==> config.mk <==
export PLATFORM = sky130hd
export DESIGN_NAME = editor_campos_bcd
export DESIGN_NICKNAME = d
export VERILOG_FILES = /design/src/rtl/editor_campos_bcd.sv
export SDC_FILE = /design/constraint.sdc
export NUM_CORES = 1
export LEC_CHECK = 0
export ABC_AREA = 1
export CAP_MARGIN = 20
export CORE_MARGIN = 5
export CORE_UTILIZATION = 57
export DETAILED_ROUTE_END_ITERATION = 12
export PLACE_DENSITY = 0.82
export SYNTH_ARGS = -nofsm -noshare
export SYNTH_HDL_FRONTEND = slang
export SYNTH_SLANG_ARGS = --single-unit
==> constraint.sdc <==
create_clock -name clk -period 2.1 [get_ports clk]
set_clock_uncertainty 0.05 [all_clocks]
set_input_delay 0.42 -clock clk [delete_from_list [all_inputs] [get_ports clk]]
set_output_delay 0.42 -clock clk [all_outputs]
set_load 0.01 [all_outputs]
==> src/rtl/editor_campos_bcd.sv <==
// Six-field BCD date/time editor: one-step edits on button edges, bulk load, write-back over req/ack.
// Steps visible 1 cycle after the edge; write-back takes >=2 cycles per field, stalling on wr_ack.
module editor_campos_bcd #(
    parameter int NUM_CAMPOS = 6,
    parameter int IDX_W      = 7
) (
    input  logic             clk,
    input  logic             rst,
    input  logic             en,
    input  logic [IDX_W-1:0] c_2,
    input  logic             up,
    input  logic             down,
    input  logic             load,
    input  logic [47:0]      rd_data,
    input  logic             commit,
    output logic             wr_req,
    input  logic             wr_ack,
    output logic [IDX_W-1:0] wr_addr,
    output logic [7:0]       wr_data,
    output logic             busy,
    output logic             done,
    output logic [7:0]       campo_val
);

    typedef enum logic [1:0] {IDLE, WRITE, WAIT_ACK} state_t;

    state_t           state_q, state_d;
    logic [7:0]       campo_q [NUM_CAMPOS];
    logic             up_q, down_q;
    logic             up_edge, down_edge;
    logic             sel_ok, step_en, last_field;
    logic [IDX_W-1:0] idx_q;
    logic [7:0]       idx_val;

    function automatic logic [7:0] lim_min(input int k);
        return (k == 3 || k == 4) ? 8'h01 : 8'h00;
    endfunction

    function automatic logic [7:0] lim_max(input int k);
        case (k)
            0, 1:    return 8'h59;
            2:       return 8'h23;
            3:       return 8'h31;
            4:       return 8'h12;
            default: return 8'h99;
        endcase
    endfunction

    // Out-of-range or non-BCD contents snap to the field minimum on any step.
    function automatic logic [7:0] step_val(input logic [7:0] v, input int k, input logic inc);
        logic ok;
        ok = (v[7:4] <= 4'd9) && (v[3:0] <= 4'd9) && (v >= lim_min(k)) && (v <= lim_max(k));
        if (!ok)
            return lim_min(k);
        if (inc) begin
            if (v == lim_max(k)) return lim_min(k);
            if (v[3:0] == 4'd9)  return {v[7:4] + 4'd1, 4'd0};
            return {v[7:4], v[3:0] + 4'd1};
        end
        if (v == lim_min(k)) return lim_max(k);
        if (v[3:0] == 4'd0)  return {v[7:4] - 4'd1, 4'd9};
        return {v[7:4], v[3:0] - 4'd1};
    endfunction

    assign up_edge    = up & ~up_q;
    assign down_edge  = down & ~down_q;
    assign sel_ok     = c_2 < IDX_W'(NUM_CAMPOS);
    assign step_en    = (state_q == IDLE) && en && sel_ok && (up_edge ^ down_edge) && !load && !commit;
    assign last_field = idx_q == IDX_W'(NUM_CAMPOS - 1);
    assign busy       = (state_q == WRITE) || (state_q == WAIT_ACK);

    always_comb begin
        campo_val = 8'h00;
        idx_val   = 8'h00;
        for (int k = 0; k < NUM_CAMPOS; k++) begin
            if (c_2 == IDX_W'(k))   campo_val = campo_q[k];
            if (idx_q == IDX_W'(k)) idx_val   = campo_q[k];
        end
    end

    always_comb begin
        state_d = state_q;
        case (state_q)
            IDLE:     if (commit && !load) state_d = WRITE;
            WRITE:    state_d = WAIT_ACK;
            WAIT_ACK: if (wr_ack) state_d = last_field ? IDLE : WRITE;
            default:  state_d = IDLE;
        endcase
    end

    always_ff @(posedge clk or negedge rst) begin
        if (!rst) state_q <= IDLE;
        else      state_q <= state_d;
    end

    always_ff @(posedge clk or negedge rst) begin
        if (!rst) begin
            for (int k = 0; k < NUM_CAMPOS; k++) campo_q[k] <= lim_min(k);
            up_q    <= 1'b0;
            down_q  <= 1'b0;
            idx_q   <= '0;
            wr_req  <= 1'b0;
            wr_addr <= '0;
            wr_data <= 8'h00;
            done    <= 1'b0;
        end else begin
            up_q   <= up;
            down_q <= down;
            done   <= 1'b0;
            case (state_q)
                IDLE: begin
                    if (load) begin
                        for (int k = 0; k < NUM_CAMPOS; k++) campo_q[k] <= rd_data[8*k +: 8];
                    end else if (commit) begin
                        idx_q <= '0;
                    end else if (step_en) begin
                        for (int k = 0; k < NUM_CAMPOS; k++)
                            if (c_2 == IDX_W'(k)) campo_q[k] <= step_val(campo_q[k], k, up_edge);
                    end
                end
                WRITE: begin
                    wr_req  <= 1'b1;
                    wr_addr <= idx_q;
                    wr_data <= idx_val;
                end
                WAIT_ACK: begin
                    if (wr_ack) begin
                        wr_req <= 1'b0;
                        if (last_field) done  <= 1'b1;
                        else            idx_q <= idx_q + 1'b1;
                    end
                end
                default: ;
            endcase
        end
    end

endmodule

Yosys cells after proc, flatten, opt, wreduce, memory -nomap -nowiden
Cells that the tools add are included.
- register bits after elaboration: 76
- bits of input ports: 63
- add/sub/neg operators: 25
- order comparisons: 25
- equal/unequal tests: 32
- multiplexer cells: 485
- bitwise logic cells: 5
- reductions and logical operators: 70
- operator list (kind ; number):
    $mux 8 ; 191
    $mux 1 ; 282
    $mux 48 ; 3
    $add 4x1->4 const B ; 12
    $eq 8x8->1 ; 6
    $ge 8x1->1 const B ; 6
    $le 4x4->1 const B ; 12
    $le 8x8->1 ; 6
    $sub 4x1->4 const B ; 12
    $reduce_and 5->1 ; 7
    $logic_not 8->1 ; 4
    $reduce_bool 5->1 ; 6
    $eq 7x2->1 const B ; 4
    $eq 7x3->1 const B ; 4
    $mux 7 ; 4
    $eq 4x4->1 const B ; 6
    $logic_and 1x1->1 ; 24
    $logic_not 4->1 ; 6
    $reduce_and 4->1 ; 6
    $reduce_bool 2->1 ; 9
    $eq 8x1->1 const B ; 2
    $eq 7x1->1 const B ; 2
    $logic_not 7->1 ; 2
    $pmux 7 s2 ; 1
    other kinds (16) ; 25

Logic depth before layout (Yosys ltp)
Gate-level depths: netlist of the first run.
- word-level depth: 54
- depth in mapped cells: 13

Worst setup path after synthesis of the first run
Ideal clock, no wire load.
- path kind: input to output
- start: in c_2[5]
- end: out campo_val[7]
- arrival time: 1.246 ns
- required time: 1.630 ns
- path slack: 0.384 ns
- stages on the path: 9
- cells stage by stage: nor2_1 nand2_1 nor2_2 nand2_2 inv_1 nand2_1 inv_1 a21oi_1 nand4_1
- cells in the longest elaborated chain, start to end: 7
- elaborated cells between the ends (all ways): 12
- RTL lines (item ; line ; source):
    start, declared ; 10 ; input logic [IDX_W-1:0] c_2,
    $logic_not 7->1 ; 76 ; if (c_2 == IDX_W'(k)) campo_val = campo_q[k];
    $mux 8 (5 in series) ; 76 ;
    $mux 8 (*) ; 76 ;
    end, declared ; 22 ; output logic [7:0] campo_val
Mark *: on every way between the ends. The rest lies on a longest branch, timed or not.

Final worst setup path of the first run
- start: in c_2[5]
- end: out campo_val[3]
Same word-level chain as after synthesis.

==> results.md, run 1 <==
- EDFF count, synth: 0
- PwrDens: 1222 mW/mm²
- Flop2flop setup slack: 140 ps
- CTS Root Buffer Type: clkbuf_16
- GRT Overall Usage: 31.10%
- Dominant cells by area after synthesis: dfrtp_1 26%, nand2_1 23%, o21ai_0 8.6%, nand3_1 6.1%, ha_1 5.7%
- Die area: 0.01463 mm²
- Worst-case hold slack: 430.3 ps
- Worst Hold Class: flip-flop to flip-flop
- Largest area contributor in the netlist: dfrtp_1
- Post-Syn Area: 0.007017 mm²
- Post-synth top flop: dfrtp_1
- Post-synth ARST share: 100.0%
- Arr. time, crit path: 1590 ps
- Synth-to-Final Area Change: 30.08%
- Worst setup SP type: input port
- Critical path type: input port to output pin
- R2R depth: 13
- IO buf count: 88
- P_leak: 0.004685 µW
- FMAX: 485.6 MHz
- Die W: 121.0 µm
- Clock power frac: 15.4%
- Synth top area share: 26.39%
- Net Sw Frac: 49.61%
- Core area: 0.01206 mm²
- CTS sink cnt: 76
- Synth Register Bits: 76
- Hold_sp: wr_addr[5]$_DFFE_PN0P_
- Avg Cell Area, Syn: 6.171 µm²
- Clock Tree Buf Depth: 2
- Worst-Margin Slew: 490.2 ps
- Combinational share of power: 59.8%
- Most frequent cell after synthesis: nand2_1
- Worst-skew pair later-pin latency: 360 ps
- Fill count: 968
- Largest net degree at the start of global routing: 32
- Routed vias: 8123
- Element type at the critical path end: output pin
- DR vias/cell: 5.511
- Slew margin rel.: 67.28%
- CTS clk-pin slew, worst paths: 60 ps
- VDD IR max: 761.8 µV
- Critical Path RT: 1630 ps
- Routed len/inst: 15.12 µm
- Run status: complete, no violations
- Die height: 121.0 µm
- Number of global-route vias before repair: 7574
- Total gr overflow: 0
- CTS tree: built
- # DRC: 0
- Sw Pwr: 5534 µW
- Layout cells sized above 1: 16.69%
- Minimum clock period: 2059 ps
- Final Hold Fails: 0
- First drt pass iteration count: 6
- Synth cell types: 38
- Antenna diodes: 0
- Register Area: 0.001906 mm²
- Number of CTS-inserted buffers: 9
- Slew Viols, Final: 0
- Dpl hpwl: 17230 µm
- Initial core utilization: 58.17%
- Global-route wire length before repair: 36570 µm
- Min-Delay Path Depth: 2
- Unrepaired setup endpoints after global routing: true
- FP Rows: 40
- I/O pins: 89
- Gp weighted congestion: 1.014
- List of most frequent post-synthesis cells: 423 x nand2_1, 121 x o21ai_0, 101 x inv_1
- Post-DRT Antenna Nets: 0
- Routed wire length: 22290 µm
- Total power: 11150 µW
- Multi-input gate area: 0.004602 mm²
- Yosys warning count: 0
- CP max FO: 6
- Period utilisation layout: 98.06%
- Reg power frac: 24.8%
- RR Endpoint: campo_q[26]$_DFFE_PN0P_
- Mapped Nets: 1232
- Post-synthesis sequential area ratio: 27.14%
- Worst Hold End: wr_addr[5]$_DFFE_PN0P_
- # H-tree levels: 3
- P_int: 5620 µW
- # nets final: 1396
- Reg-to-Reg Start: campo_q[25]$_DFFE_PN0P_
- Final core occ: 75.67%
- Cells after Synth: 1137
- # setup viols final: 0
- 1st-iter DRT viols: 907
- Initial antenna violation count: 0
- Max cap viols: 0
[what timing repair did]
action / in CTS / in global routing
gates resized for setup: 81 / 23
setup endpoints to repair: 9 / 20
pin swaps: 16 / 9
endpoints found under the hold margin: 28 / 0
setup buffers: 5 / 3
hold buffers: 1 / 0
[state kept, by name (all words and copies together) (netlist names)]
name	flops
campo_q	48
done	1
down_q	1
idx_q	7
state_q	2
up_q	1
wr_addr	7
wr_data	8
wr_req	1
[layer usage]
| layer | vias up | wire (µm) | part of all wire (%) | global-route usage, % |
|---|---|---|---|---|
| met2 | 402 | 10050 | 45 | 49.60 |
| met3 | 83 | 2052 | 9.2 | 6.620 |
| met5 | - | 0 | 0 | 0 |
| met4 | 0 | 874 | 3.9 | 11.47 |
| li1 | 4002 | - | - | - |
| met1 | 3636 | 9318 | 42 | 41.47 |
[metrics by stage]
stage	worst slack [ps]	area (µm²)	TNS (ps)	std cells
2_1_floorplan	384.4	7017	0	1137
3_3_place_gp	-714.1	8661	-10740	1449
3_5_place_dp	-757.3	8661	-12090	1449
4_1_cts	0.04774	9066	0	1471
5_1_grt	-38.39	9128	-44.11	1474
6_report	40.68	9128	0	1474
[critical path, cell delays in order]
cell and delay (ps):
buf_6 100, nor2_4 110, nand2_4 80, nor2_4 150, nand2_4 80, nor2_4 170, buf_6 150, nand2_2 40
nand4_1 140, buf_2 150
[final cells by class]
type                            instances  share of cell area (%)
Clock buffer                           11                   2.550
Sequential cell                        76                   20.88
Multi-Input combinational cell        909                   50.42
Tap cell                              168                   2.303
Clock inverter                          5                  0.9321
Inverter                              116                   4.825
Timing Repair Buffer                  189                   18.09
[layout by cell type, fill, tap and decap left out, types with 18 or more instances in the layout]
cell type	netlist	final
nand2_1	423	415
o21ai_0	121	120
buf_4	5	95
inv_1	101	90
nand3_1	85	85
nor2_1	76	73
dfrtp_1	74	73
clkdlybuf4s50_1	0	70
a21oi_1	47	42
ha_1	32	32
inv_2	15	24
xor2_1	20	20
nand4_1	18	18
[power groups by stage]
stage               Combinational [µW]  Sequential (µW)  Clock, µW
global placement                  6330             2730          0
floorplan                         4370             2500          0
CTS                               6540             2730       1720
global route                      7490             2840       1800
finish                            6670             2770       1720
detailed placement                6440             2720          0
[worst max-delay path by stage]
stage | from | to
floorplan | c_2[5] | campo_val[7]
finish | c_2[5] | campo_val[3]
CTS | state_q[0]$_DFFE_PN0P_ | busy
detailed placement | c_2[3] | campo_val[1]
global placement | c_2[5] | campo_val[2]
global route | c_2[5] | campo_val[3]
[cells by family (layout without fill, tap and decap cells)]
kind of cell,count (synthesis),in the layout,share of synthesized area [%]
flip-flops,76,76,27.14
AND/OR/NAND/NOR,655,655,40.10
buffers and inverters,152,321,8.951
adder cells (fa/ha/maj),32,32,5.706
AO/OA/AOI/OAI,194,194,14.60
XOR/XNOR,28,28,3.495
(Power assumes the default switching activity.)
==> inputs of run 2 (changes only) <==
--- a/config.mk
+++ b/config.mk
@@ -5,12 +5,12 @@
 export SDC_FILE = /design/constraint.sdc
 export NUM_CORES = 1
 export LEC_CHECK = 0
-export ABC_AREA = 1
+export ABC_AREA = 0
 export CAP_MARGIN = 20
 export CORE_MARGIN = 5
-export CORE_UTILIZATION = 57
+export CORE_UTILIZATION = 25
 export DETAILED_ROUTE_END_ITERATION = 12
-export PLACE_DENSITY = 0.82
+export PLACE_DENSITY = 0.42
 export SYNTH_ARGS = -nofsm -noshare
 export SYNTH_HDL_FRONTEND = slang
 export SYNTH_SLANG_ARGS = --single-unit
==> run 2 against run 1 <==
The flow now finishes with violations (negative setup slack). Clock power is 5% higher. Sequential power hardly changed. First-iteration DRC count is 40% lower. Final cell count grew 4.2%. Hold slack better by 29 ps. Synthesized area grew 3.8%. Via count decreased by 1.9%. Sequential cell count unchanged. Non-clock buffer count is 161 higher. Synthesized cell count shrank 24%. Routed wire length rose by 36%. Critical path depth decreased by 2.
==> results.md, run 2 <==
- First drt pass iteration count: 5
- Routed wire length: 30270 µm
- Yosys warning count: 0
- Final Hold Fails: 0
- # nets final: 1242
- Post-synthesis compound-gate area fraction: 26.21%
- Dominant cells by area after synthesis: dfrtp_1 25%, ha_1 5.5%, nand2_1 4.5%, o21ai_0 3.9%, mux2i_1 3.6%
- # DRC: 0
- Post-Synth XOR/XNOR Area: 1.786%
- IO buf count: 88
- Final core occ: 39.57%
- Minimum clock period: 2179 ps
- Reg with most FFs: campo_q
- Dpl hpwl: 23030 µm
- Worst-path cell chain: buf_6 -> or4_4 -> buf_6 -> buf_4 -> nor3_4 -> and3_4 -> o221a_4 -> mux2_4
- Run status: complete, but fails checks
- Flop2flop setup slack: -60 ps
- Largest area contributor in the netlist: dfrtp_1
- Critical path type: input port to flip-flop
- Initial core utilization: 25.38%
- Worst setup SP type: input port
- Adder-Cell Fraction of Synth Area: 5.496%
- Period utilisation layout: 103.8%
- Gp weighted congestion: 0.8967
- Synth top area share: 25.42%
- Setup TNS: -556.1 ps
- FMAX: 459.0 MHz
- Total gr overflow: 0
- Layout cells sized above 1: 40.54%
- Clock Tree Buf Depth: 2
- Post-Synth Simple-Gate Area: 22.00%
- Arr. time, crit path: 2370 ps
- Slew margin rel.: 70.96%
- Critical Path RT: 2290 ps
- Die height: 180.7 µm
- Mapped Nets: 960
- Synth cell types: 102
- 1st-iter DRT viols: 544
- Die area: 0.03265 mm²
- Most common cell after layout, fill and taps aside: buf_4
- GRT Overall Usage: 18.10%
- VDD IR max: 489.6 µV
- Synth-to-Final Area Change: 55.93%
- Routed vias: 7970
- I/O pins: 89
- Worst-skew pair later-pin latency: 350 ps
- CTS Root Buffer Type: clkbuf_16
- Final Worst Setup Slack: -78.86 ps
- Worst path max stage delay: 580 ps
- Number of CTS-inserted buffers: 9
- PwrDens: 1285 mW/mm²
- DR vias/cell: 5.189
- Largest net degree at the start of global routing: 34
- Slew Viols, Final: 0
- Max reg flops: 48
- Top flop regs: campo_q (48), wr_data (8)
- CTS clk-pin slew, worst paths: 70 ps
- Element type at the critical path end: flip-flop
- Max cap viols: 0
- Worst Hold Class: flip-flop to flip-flop
- Initial antenna violation count: 1
- Crit path top cell by count: buf_6
- Routed len/inst: 19.71 µm
- Mux cell area share after synthesis: 11.41%
- Main combinational cell family by area after synthesis: compound AO/OA/AOI/OAI gates
- Die W: 180.7 µm
- Fill count: 2932
- Post-synthesis sequential area ratio: 26.14%
- Post-synth top flop: dfrtp_1
- EDFF count, synth: 0
- Most frequent cells in the layout: 237 x buf_4, 81 x nand2_1, 69 x clkdlybuf4s50_1
- Synth Register Bits: 76
- List of most frequent post-synthesis cells: 87 x nand2_1, 74 x dfrtp_1, 60 x nor2_1
- Post-DRT Antenna Nets: 0
- Number of global-route vias before repair: 7926
- CP max FO: 4
- P_leak: 0.004849 µW
- Max stage delay cell, worst path: or4_4
- FP Rows: 62
- Avg Cell Area, Syn: 8.421 µm²
- # H-tree levels: 3
- CTS tree: built
- Global-route wire length before repair: 46870 µm
- Unrepaired setup endpoints after global routing: true
- CTS sink cnt: 76
- Worst-Margin Slew: 435.6 ps
- Core area: 0.02870 mm²
- Most frequent cell after synthesis: nand2_1
- Antenna diodes: 0
- Cells after Synth: 865
- # setup viols final: 13
- Post-Syn Area: 0.007284 mm²
- Post-synth ARST share: 100.0%
- Failing checks: negative setup slack
[run 2: cell type report]
cell class	count	area, µm²	area share, %
clock buffers	10	239.0	2.104
clock inverters	6	93.84	0.8262
inverters	39	151.4	1.333
multi-input cells	671	5488	48.31
flip-flops and latches	76	1926	16.95
well taps	384	480.5	4.230
repair buffers	350	2980	26.24
[run 2: path summary, 6_finish.rpt]
kind	from	to	cells past startpoint
max in group asynchronous	rst	campo_q[8]$_DFFE_PN1P_	3
min in group asynchronous	rst	campo_q[21]$_DFFE_PN0P_	2
min	wr_addr[6]$_DFFE_PN0P_	wr_addr[6]$_DFFE_PN0P_	1
max reg2reg	campo_q[14]$_DFFE_PN0P_	campo_q[13]$_DFFE_PN0P_	5
max	c_2[5]	campo_q[13]$_DFFE_PN0P_	8
min reg2reg	wr_addr[6]$_DFFE_PN0P_	wr_addr[6]$_DFFE_PN0P_	1
[run 2: metrics by stage]
step                      area (µm²)  hold WS (ps)  cells  worst slack (ps)  total power, µW
after floorplan                 7333         74.41    865            -41.94             7425
after global placement         10110         338.8   1489            -969.0            11580
after global routing           11360         481.0   1536            -104.6            15670
after detailed placement       10110         337.6   1489            -944.1            11530
final                          11360         459.6   1536            -78.86            14600
after CTS                      10820         466.0   1521            -91.97            13770
[run 2: timing repair]
item                                    in CTS  in global routing
cloned                                       3                  0
endpoints found under the setup margin      56                 57
buffers inserted                            16                 16
gates resized for setup                    137                100
pin swaps                                   22                 30
hold endpoints to repair                    28                  0
hold buffers                                 1                  0
[run 2: cells by family after synthesis]
group                    count (synthesis)
XOR/XNOR                                14
flip-flops                              76
buffers and inverters                  118
adder cells (fa/ha/maj)                 32
AND/OR/NAND/NOR                        291
AO/OA/AOI/OAI                          264
multiplexers                            70
[run 2: critical path, delay by kind of cell]
kind | cells | cell delay [ps]
AOI/OAI and AO/OA | 1 | 240
buffers and inverters | 3 | 390
and+or+nand+nor | 3 | 1000
muxes | 1 | 300
[run 2: per-layer routing]
metal | vias to the layer above | track usage (%) | part of all wire, %
met1 | 3896 | 25.54 | 48
met3 | 38 | 3.499 | 4.5
met5 | - | 0 | 0.046
met4 | 2 | 4.144 | 2.0
li1 | 3828 | - | -
met2 | 206 | 28.72 | 46
[run 2: power breakdown]
group	total, µW	leakage, µW	switching (µW)	internal (µW)
sequential	2780	0.000942	724	2050
combinational	10000	0.00375	5000	5020
clock	1810	0.000160	720	1090
total	14600	0.00485	6440	8160
==> inputs of run 3 (changes only) <==
--- a/config.mk
+++ b/config.mk
@@ -11,6 +11,7 @@
 export CORE_UTILIZATION = 25
 export DETAILED_ROUTE_END_ITERATION = 12
 export PLACE_DENSITY = 0.42
+export REMOVE_ABC_BUFFERS = 1
 export SYNTH_ARGS = -nofsm -noshare
 export SYNTH_HDL_FRONTEND = slang
 export SYNTH_SLANG_ARGS = --single-unit
==> run 3 against run 2 <==
Register-to-register slack barely moved. Non-clock buffer count rose by 15. Combinational power barely moved. Sequential share of layout area fell by 0.41 points. Count of clock-buffer cells in the layout rose by 1. Critical path type is now input port to output pin. Design area rose by 2.0%. Critical endpoint is now campo_val[3]. Die area did not move. The run still ends with negative setup slack left.
==> results.md, run 3 (synthesized netlist as in run 2, its figures left out) <==
- Run status: complete, but fails checks
- Failing checks: negative setup slack
- Layout cells sized above 1: 40.99%
- Initial antenna violation count: 1
- Reg power frac: 18.3%
- Worst-skew pair later-pin latency: 350 ps
- Critical Path RT: 1630 ps
- # DRC: 0
- CTS Root Buffer Type: clkbuf_16
- # H-tree levels: 3
- Routed vias: 7984
- Max cap viols: 0
- VDD IR max: 558.0 µV
- FMAX: 436.7 MHz
- Most common cell after layout, fill and taps aside: buf_4
- DR vias/cell: 5.151
- Dpl cell area: 0.01011 mm²
- First drt pass iteration count: 5
- IO buf count: 88
- P_int: 8524 µW
- Net Sw Frac: 42.49%
- Die height: 180.7 µm
- Arr. time, crit path: 1820 ps
- Die W: 180.7 µm
- Max reg flops: 48
- Unrepaired setup endpoints after global routing: true
- Total gr overflow: 0
- Top flop regs: campo_q (48), wr_data (8)
- Slew Viols, Final: 0
- Combinational share of power: 68.0%
- Gp weighted congestion: 0.8725
- Worst Hold Class: input port to flip-flop
- Clock power frac: 13.6%
- Routed wire length: 29730 µm
- CTS tree: built
- Reg with most FFs: campo_q
- I/O pins: 89
- Fill count: 2889
- Global-route wire length before repair: 45530 µm
- Final core occ: 40.37%
- Most frequent cells in the layout: 239 x buf_4, 79 x nand2_1, 68 x clkdlybuf4s50_1
- Clock Tree Buf Depth: 2
- Element type at the critical path end: output pin
- # setup viols final: 15
- 1st-iter DRT viols: 596
- CP max FO: 2
- Worst-path cell chain: buf_6 -> or4_4 -> buf_6 -> nor2_4 -> o221ai_2 -> a21oi_1 -> buf_4 -> buf_6
- Max stage delay cell, worst path: or4_4
- Worst path max stage delay: 540 ps
- P_leak: 0.004976 µW
- Final Worst Setup Slack: -190.1 ps
- Largest net degree at the start of global routing: 30
- Slew margin rel.: 65.08%
- Core area: 0.02870 mm²
- Worst-Margin Slew: 519.4 ps
- Die area: 0.03265 mm²
- Dpl hpwl: 22700 µm
- GRT Overall Usage: 17.45%
- Crit path top cell by count: buf_6
- CTS clk-pin slew, worst paths: 60 ps
- # nets final: 1257
- Post-route cell area: 0.01159 mm²
- Sw Pwr: 6298 µW
- Number of CTS-inserted buffers: 9
- Post-DRT Antenna Nets: 0
- Worst setup SP type: input port
- Number of global-route vias before repair: 7941
- CTS sink cnt: 76
- FP Rows: 62
- Antenna diodes: 0
- Synth-to-Final Area Change: 59.05%
- PwrDens: 1279 mW/mm²
- Minimum clock period: 2290 ps
- Routed len/inst: 19.18 µm
- Final Hold Fails: 0
- Initial core utilization: 25.38%
- Period utilisation layout: 109.1%
- Critical path type: input port to output pin
## run 3: metrics by stage
step           TNS [ps]  hold slack (ps)  power [µW]  worst slack [ps]  std cells
3_5_place_dp     -40290            271.6       11330             -1020       1487
6_report         -904.4            167.7       14820            -190.1       1550
5_1_grt           -2337            164.4       15840            -237.9       1550
3_3_place_gp     -39860            275.4       11370             -1019       1487
4_1_cts          -958.4            440.8       13860            -172.0       1528
2_1_floorplan    -50500            74.41        7040             -1351        786
## run 3: timing repair
item	CTS	global route
pin swaps	31	35
hold buffers	1	0
gates cloned	2	1
setup buffers	25	22
endpoints found under the setup margin	57	54
hold endpoints to repair	13	0
gates resized for setup	138	115
## run 3: final cells by class
cell class | count | area (µm²) | area share, %
sequential | 76 | 1917 | 16.54
clock buffer | 11 | 252.7 | 2.181
inverter | 39 | 148.9 | 1.285
multi-input combinational | 671 | 5500 | 47.47
clock inverter | 4 | 120.1 | 1.037
tap | 384 | 480.5 | 4.147
timing repair buffer | 365 | 3167 | 27.33
## run 3: per-layer routing
layer,vias up,part of all wire (%),GRT usage [%]
met3,37,5.0,3.620
met4,2,2.0,4.507
li1,3854,-,-
met5,-,0.044,0
met1,3883,47,23.95
met2,208,46,28.05
## run 3: path summary, 6_finish.rpt
path | start | endpoint | slack, ps | cells past startpoint
max | c_2[5] | campo_val[3] | -190 | 8
min | down | down_q$_DFF_PN0_ | 170 | 1
max reg2reg | campo_q[26]$_DFFE_PN0P_ | campo_q[31]$_DFFE_PN0P_ | -50 | 6
min reg2reg | wr_data[3]$_DFFE_PN0P_ | wr_data[3]$_DFFE_PN0P_ | 460 | 1
max in group asynchronous | rst | campo_q[16]$_DFFE_PN1P_ | 970 | 3
min in group asynchronous | rst | campo_q[9]$_DFFE_PN0P_ | 440 | 2
## run 3: worst max-delay path: cells and delay by family
kind | cells | cell delay, ps
compound gates | 2 | 270
buf+inv | 4 | 490
simple gates | 2 | 640
## run 3: power by group through the flow
| stage | clock network (µW) | registers [µW] | logic, µW |
|---|---|---|---|
| after detailed placement | 0 | 2700 | 8620 |
| after floorplan | 0 | 3000 | 4040 |
| after CTS | 2060 | 2680 | 9120 |
| after global routing | 2130 | 2780 | 10900 |
| after global placement | 0 | 2720 | 8650 |
| final | 2020 | 2710 | 10100 |
